===== config.mk =====
export PLATFORM = sky130hd
export DESIGN_NAME = ifetch_unit
export DESIGN_NICKNAME = d
export VERILOG_FILES = /design/src/rtl/ifetch_unit.sv
export SDC_FILE = /design/constraint.sdc
export NUM_CORES = 1
export LEC_CHECK = 0
export CAP_MARGIN = 20
export CORE_ASPECT_RATIO = 0.7
export CORE_UTILIZATION = 35
export CTS_CLUSTER_DIAMETER = 100
export DETAILED_ROUTE_END_ITERATION = 10
export GPL_ROUTABILITY_DRIVEN = 0
export PLACE_DENSITY = 0.64
export SLEW_MARGIN = 20
export SYNTH_ARGS = -nofsm -noshare
export SYNTH_HDL_FRONTEND = slang
export SYNTH_SLANG_ARGS = --single-unit

===== constraint.sdc =====
create_clock -name clk -period 5.2 [get_ports clk]
set_input_delay 1.3 -clock clk [delete_from_list [all_inputs] [get_ports clk]]
set_output_delay 1.3 -clock clk [all_outputs]
set_load 0.05 [all_outputs]

===== src/rtl/ifetch_unit.sv =====
// Instruction-fetch stage: one outstanding imem request, small {pc, instr} FIFO toward decode.
// Optional misaligned-PC fault path is enabled with `define FETCH_MISALIGN_CHK_EN.
module ifetch_unit #(
  parameter int DEPTH  = 2,
  parameter int ADDR_W = 32
) (
  input  logic              clk,
  input  logic              rst,
  input  logic [ADDR_W-1:0] pc,
  input  logic              redirect,
  output logic              pc_stall,
  output logic              imem_req,
  output logic [ADDR_W-1:0] imem_addr,
  input  logic              imem_gnt,
  input  logic              imem_rvalid,
  input  logic [31:0]       imem_rdata,
  output logic              id_valid,
  input  logic              id_ready,
  output logic [31:0]       id_instr,
  output logic [ADDR_W-1:0] id_pc,
  output logic              id_fault
);

  localparam int PTR_W = $clog2(DEPTH);
  localparam int CNT_W = PTR_W + 1;
  localparam logic [CNT_W-1:0] FULL = CNT_W'(DEPTH);
  localparam logic [31:0] NOP = 32'h00000013;

  typedef enum logic [1:0] {S_ISSUE, S_WAIT, S_DROP} state_t;

  state_t            state_q, state_d;
  logic [ADDR_W-1:0] pend_pc_q, pend_pc_d;
  logic [CNT_W-1:0]  count_q, count_d;
  logic [PTR_W-1:0]  wr_ptr_q, wr_ptr_d, rd_ptr_q, rd_ptr_d;
  logic [31:0]       instr_mem_q [DEPTH];
  logic [31:0]       instr_mem_d [DEPTH];
  logic [ADDR_W-1:0] pc_mem_q [DEPTH];
  logic [ADDR_W-1:0] pc_mem_d [DEPTH];

  logic              room, misalign, push, pop;
  logic [31:0]       push_instr;
  logic [ADDR_W-1:0] push_pc;

`ifdef FETCH_MISALIGN_CHK_EN
  logic fault_mem_q [DEPTH];
  logic fault_mem_d [DEPTH];
  logic push_fault;
`endif

  assign imem_addr = {pc[ADDR_W-1:2], 2'b00};
  assign id_instr  = instr_mem_q[rd_ptr_q];
  assign id_pc     = pc_mem_q[rd_ptr_q];

`ifdef FETCH_MISALIGN_CHK_EN
  assign id_fault  = fault_mem_q[rd_ptr_q];
`else
  assign id_fault  = 1'b0;
`endif

  always_comb begin
    state_d    = state_q;
    pend_pc_d  = pend_pc_q;
    imem_req   = 1'b0;
    pc_stall   = 1'b1;
    push       = 1'b0;
    push_instr = imem_rdata;
    push_pc    = pend_pc_q;
    room       = (count_q != FULL);
`ifdef FETCH_MISALIGN_CHK_EN
    misalign   = (pc[1:0] != 2'b00);
    push_fault = 1'b0;
`else
    misalign   = 1'b0;
`endif

    case (state_q)
      S_ISSUE: begin
        if (misalign) begin
          // A misaligned PC never reaches memory; a NOP carrying the fault goes to decode instead.
          if (room && !redirect) begin
            push       = 1'b1;
            push_instr = NOP;
            push_pc    = pc;
            pc_stall   = 1'b0;
`ifdef FETCH_MISALIGN_CHK_EN
            push_fault = 1'b1;
`endif
          end
        end else begin
          imem_req = room && !redirect;
          if (imem_req && imem_gnt) begin
            pend_pc_d = pc;
            pc_stall  = 1'b0;
            state_d   = S_WAIT;
          end
        end
      end
      S_WAIT: begin
        if (imem_rvalid) begin
          push    = !redirect;
          state_d = S_ISSUE;
        end else if (redirect) begin
          state_d = S_DROP;
        end
      end
      S_DROP: begin
        if (imem_rvalid) state_d = S_ISSUE;
      end
      default: state_d = S_ISSUE;
    endcase

    if (rst) begin
      imem_req = 1'b0;
      pc_stall = 1'b1;
      push     = 1'b0;
    end

    id_valid = (count_q != '0) && !redirect && !rst;
    pop      = id_valid && id_ready;

    // Flush wins over any push or pop in the same cycle.
    if (redirect) begin
      count_d  = '0;
      wr_ptr_d = '0;
      rd_ptr_d = '0;
    end else begin
      count_d  = count_q + CNT_W'(push) - CNT_W'(pop);
      wr_ptr_d = wr_ptr_q + PTR_W'(push);
      rd_ptr_d = rd_ptr_q + PTR_W'(pop);
    end

    instr_mem_d = instr_mem_q;
    pc_mem_d    = pc_mem_q;
`ifdef FETCH_MISALIGN_CHK_EN
    fault_mem_d = fault_mem_q;
`endif
    if (push) begin
      instr_mem_d[wr_ptr_q] = push_instr;
      pc_mem_d[wr_ptr_q]    = push_pc;
`ifdef FETCH_MISALIGN_CHK_EN
      fault_mem_d[wr_ptr_q] = push_fault;
`endif
    end
  end

  always_ff @(posedge clk) begin
    if (rst) begin
      state_q   <= S_ISSUE;
      pend_pc_q <= '0;
      count_q   <= '0;
      wr_ptr_q  <= '0;
      rd_ptr_q  <= '0;
    end else begin
      state_q   <= state_d;
      pend_pc_q <= pend_pc_d;
      count_q   <= count_d;
      wr_ptr_q  <= wr_ptr_d;
      rd_ptr_q  <= rd_ptr_d;
    end
  end

  // Payload storage needs no reset: entries are only read while count is non-zero.
  always_ff @(posedge clk) begin
    instr_mem_q <= instr_mem_d;
    pc_mem_q    <= pc_mem_d;
`ifdef FETCH_MISALIGN_CHK_EN
    fault_mem_q <= fault_mem_d;
`endif
  end

endmodule


; ---- Word-level counts from Yosys, hierarchy flattened
; Index checks and enable logic that the tools add are counted.
[word_totals]
inputBits = 70
word_cells = 60
register_bits = 166
[op_classes]
n_reduce_logical = 13
eq_ne = 6
muxes = 23
add_sub_neg = 4
bitwise = 2
magnitude_cmp = 3
[ops]
columns = op, count
row1 = 32-bit 2-to-1 mux, 7
row2 = 64-bit bitwise mux, 2
row3 = 32-bit demux with 1-bit select, 1
row4 = 1-bit 2-to-1 mux, 8
row5 = 2-bit 2-to-1 mux, 4
row6 = 1-bit logical AND, 6
row7 = "2-bit inequality test, second input constant", 3
row8 = 2-bit case mux with 3 select lines, 1
row9 = "2-bit >= comparator, second input constant", 2
row10 = 1-bit inverter with 2-bit output, 2
row11 = "3-bit inequality test, second input constant", 1
row12 = 3-bit AND reduction, 1
row13 = 1-bit adder, 2
row14 = 2-bit by 1-bit adder with 2-bit output, 1
row15 = "2-bit by 1-bit equality test with 1-bit output, second input constant", 1
row16 = "2-bit equality test, second input constant", 1
row17 = 1-bit logical NOT, 2
row18 = 2-bit logical NOT, 1
row19 = "2-bit by 1-bit less-than comparator with 1-bit output, second input constant", 1
row20 = 2-bit AND reduction, 1
row21 = 2-bit nonzero test, 1
row22 = 2-bit OR reduction, 1
row23 = 2-bit by 1-bit subtractor with 2-bit output, 1

; ---- Longest topological paths before layout
[logic_depth]
depth_word = 6
ltp_mapped = 10

; ---- Worst setup path after synthesis
; No wires, ideal clock.
[synth_timing]
kind = in2out
startpoint = input rst
endpoint = output pc_stall
t_arrival_ns = 3.239
n_path_buf = 1
setup_slack_ns = 0.661
cell_stages = 4
cell_sequence = or2_1 -> clkbuf_1 -> nor4_2 -> nand2_1
[synth_via]
elab_chain_len = 1
[synth_lines]
columns = element, line
row1 = from (decl), 8  ; input logic rst,
row2 = 1-bit 2-to-1 mux, 112  ; if (rst) begin
row3 = to (decl), 11  ; output logic pc_stall,
; Every way passes these cells.

; ---- Final worst setup path
[layout_timing]
startpoint = input redirect
endpoint = output imem_req
[layout_via]
elab_chain_len = 4
[layout_lines]
columns = element, line
row1 = from (decl), 10  ; input logic redirect,
row2 = 1-bit logical NOT, 90  ; imem_req = room && !redirect;
row3 = 1-bit logical AND, 90
row4 = 1-bit 2-to-1 mux, 76  ; case (state_q)
row5 = 1-bit 2-to-1 mux, 112
row6 = to (decl), 12  ; output logic imem_req,
; Every way passes these cells.

==> key figures <==
Synthesis
  – Synth warn: 0
  – Seq cells post-synth: 166
  – Synth cell count leaders: edfxtp_1, mux2_2, nand2b_1
  – Area of the mapped netlist: 0.00665 mm^2
  – Register area share after synthesis: 0.692
  – Cells after Synth: 413
  – Synthesized area per cell: 16.1 um^2
  – Most frequent cell after synthesis: edfxtp_1
  – Area share of the largest cell type after synthesis: 0.578
  – Post-synth EDFFs: 128
  – Cell taking the most area after synthesis: edfxtp_1
  – Top FF cell, synth: edfxtp_1
  – Top cells by area, synth: edfxtp_1, dfxtp_1, mux2_2
  – Synth async-reset ratio: 0
  – Yosys cell types: 27

STA
  – Max-slew violations: 0
  – Worst Tran Pin Value: 0.974 ns
  – Clk_skew: 0.00520 ns
  – Hold Vio Cnt, Final: 0
  – Fmax: 220 MHz
  – Slew headroom: 0.350
  – Setup Viol. Count Final: 0
  – Tcrit/Tclk final: 0.873
  – Setup TNS Final: 0 ns
  – Tmin final: 4.54 ns
  – RSZ-0062 raised after global routing: no

Clocking
  – CTS tree: yes
  – CTS root buf: clkbuf_16
  – Latest clock arrival within the worst-skew pair: 0.41 ns
  – Buffer count from post-CTS setup fixing: 0
  – Clock Tree Buf Depth: 2
  – Sink Count: 166
  – CTS resizes: 0
  – Worst-path clk slew: 0.06 ns
  – Total CTS buffers: 17
  – Hold_buf cts: 0
  – Max H-tree Level: 4

Pwr
  – Peak VDD IR: 140 uV
  – Pwr Total: 2.83 mW
  – PD cells: 320 mW/mm^2
  – Lkg Pwr: 2.92 nW

Setup path
  – Worst path required time: 3.90 ns
  – Crit. End Element: output port
  – R2R Path Start: state_q[0]$_SDFFE_PP0P_
  – Setup crit start kind: input port
  – CP max FO: 7
  – WP data arrival: 3.24 ns
  – Worst R2R End: pc_mem_q[27]$_DFFE_PP_
  – R2R setup slack: 3.16 ns
  – Setup CP Type: input port to output port
  – Reg2reg path depth: 2

GRT
  – Number of global-route vias before repair: 3,800
  – GRT Util Overall: 0.138
  – Initial antenna violation count: 0
  – Largest net degree at the start of global routing: 66
  – First-pass GRT wire length: 20,400 um
  – GRT Residual Overflow: 0

Layout
  – Nets: 624
  – Area of the multi-input gates: 0.00171 mm^2
  – Syn-to-layout area delta: 32.9%
  – Diode count: 0
  – Layout cell share with drive strength beyond 1: 0.179
  – FF+latch area: 0.00461 mm^2
  – Non-filler cells, final: 799
  – Fill cells: 1,553

Floorplanning
  – Initial Util: 0.363
  – Die Area: 0.0196 mm^2
  – Die width: 167 um
  – Core box area: 0.0183 mm^2
  – Die Span Y: 117 um
  – # rows: 41
  – IO Count: 170

Route
  – DRC violations left: 0
  – DR iter-0 viols: 228
  – Via count: 3,632
  – First-pass DRT Iterations: 4
  – Routed wire per std cell: 16.0 um
  – Post-Route WL: 12,800 um
  – Number of vias per cell: 4.55
  – ANT nets after route: 0

Place
  – Final HPWL DP: 7690 um
  – Placed Cells: 767
  – Port Buffers: 166

Worst hold path
  – Endpoint of the worst hold path: pc_mem_q[14]$_DFFE_PP_
  – Beginning of the worst hold path: pend_pc_q[14]$_SDFFE_PP0P_
  – Hold path cells: 0
  – Min-Delay Path Class: flip-flop to flip-flop

Run status
  – Status: complete, no violations

Job
  – Max-cap violations: 0
cell families (layout without fill, tap and decap cells):
family / Yosys count / after routing / synth area share
AO/OA/AOI/OAI: 2 / 2 / 0.00188
XOR/XNOR: 2 / 2 / 0.00263
adder cells (fa/ha/maj): 4 / 4 / 0.00753
buffers and inverters: 55 / 203 / 0.0553
flip-flops: 166 / 166 / 0.692
multiplexers: 97 / 97 / 0.158
other: 1 / 3 / 0.000564
AND/OR/NAND/NOR: 86 / 86 / 0.0815
worst max-delay path, stage by stage:
cell and delay, ns:
clkdlybuf4s50_1 0.48, or2_1 0.33, nor4_2 0.28, clkdlybuf4s50_1 0.85
placed cells by master (no fill, tap or decap), types with 2 or more instances in the layout:
cell type,n
clkinv_1,3
clkinv_4,2
ha_4,2
mux2i_1,32
inv_6,2
xor2_1,2
clkinv_2,3
buf_4,2
ha_1,2
conb_1,3
clkinvlp_4,2
clkbuf_16,17
nand2b_1,65
nor3_1,2
nand2_1,2
inv_1,3
clkdlybuf4s50_1,165
mux2_2,65
clkbuf_1,2
nor2_1,7
edfxtp_1,128
dfxtp_1,37
and2_1,2
worst max-delay path by stage:
| stage | depth (start not counted) | start | to | slack, ns |
|---|---|---|---|---|
| after CTS | 4 | redirect | imem_req | 0.65 |
| after floorplan | 4 | rst | pc_stall | 0.66 |
| final | 4 | redirect | imem_req | 0.66 |
| after detailed placement | 4 | redirect | imem_req | 0.65 |
| after global placement | 4 | redirect | imem_req | 0.69 |
| after global routing | 4 | redirect | imem_req | 0.56 |
area by class of cell:
| type | instances | share of cell area |
|---|---|---|
| Clock buffer | 19 | 0.0490 |
| Clock inverter | 13 | 0.0120 |
| Inverter | 3 | 0.00127 |
| Multi-Input combinational cell | 194 | 0.194 |
| Sequential cell | 166 | 0.522 |
| Tap cell | 236 | 0.0334 |
| Timing Repair Buffer | 168 | 0.189 |
flip-flops by register name, summed over array words and instances, names as in the netlist:
register     cells
count_q          2
pc_mem_q        64
wr_ptr_q         1
pend_pc_q       32
instr_mem_q     64
state_q          2
rd_ptr_q         1
report_power, final:
group | switching (mW) | internal [mW]
Clock | 0.502 | 0.655
Sequential | 0.0109 | 1.44
Combinational | 0.115 | 0.0998
layer usage:
layer / track usage / vias to the layer above / part of all wire / wire length [um]
li1: - / 1725 / - / -
met1: 0.182 / 1757 / 0.48 / 6080
met2: 0.211 / 137 / 0.45 / 5710
met3: 0.0462 / 13 / 0.062 / 792
met4: 0.0457 / 0 / 0.014 / 178
met5: 0 / - / 0 / 0
through the flow:
step           worst slack, ns  hold WS (ns)  utilization  area (um^2)
3_5_place_dp             0.646         0.437        0.453         8300
2_1_floorplan            0.661         0.427            -         6660
5_1_grt                  0.558         0.467        0.482         8840
4_1_cts                  0.647         0.456        0.482         8840
3_3_place_gp             0.685         0.433        0.453         8300
6_report                 0.659         0.456        0.482         8840
Power figures use the tool's default switching activity.
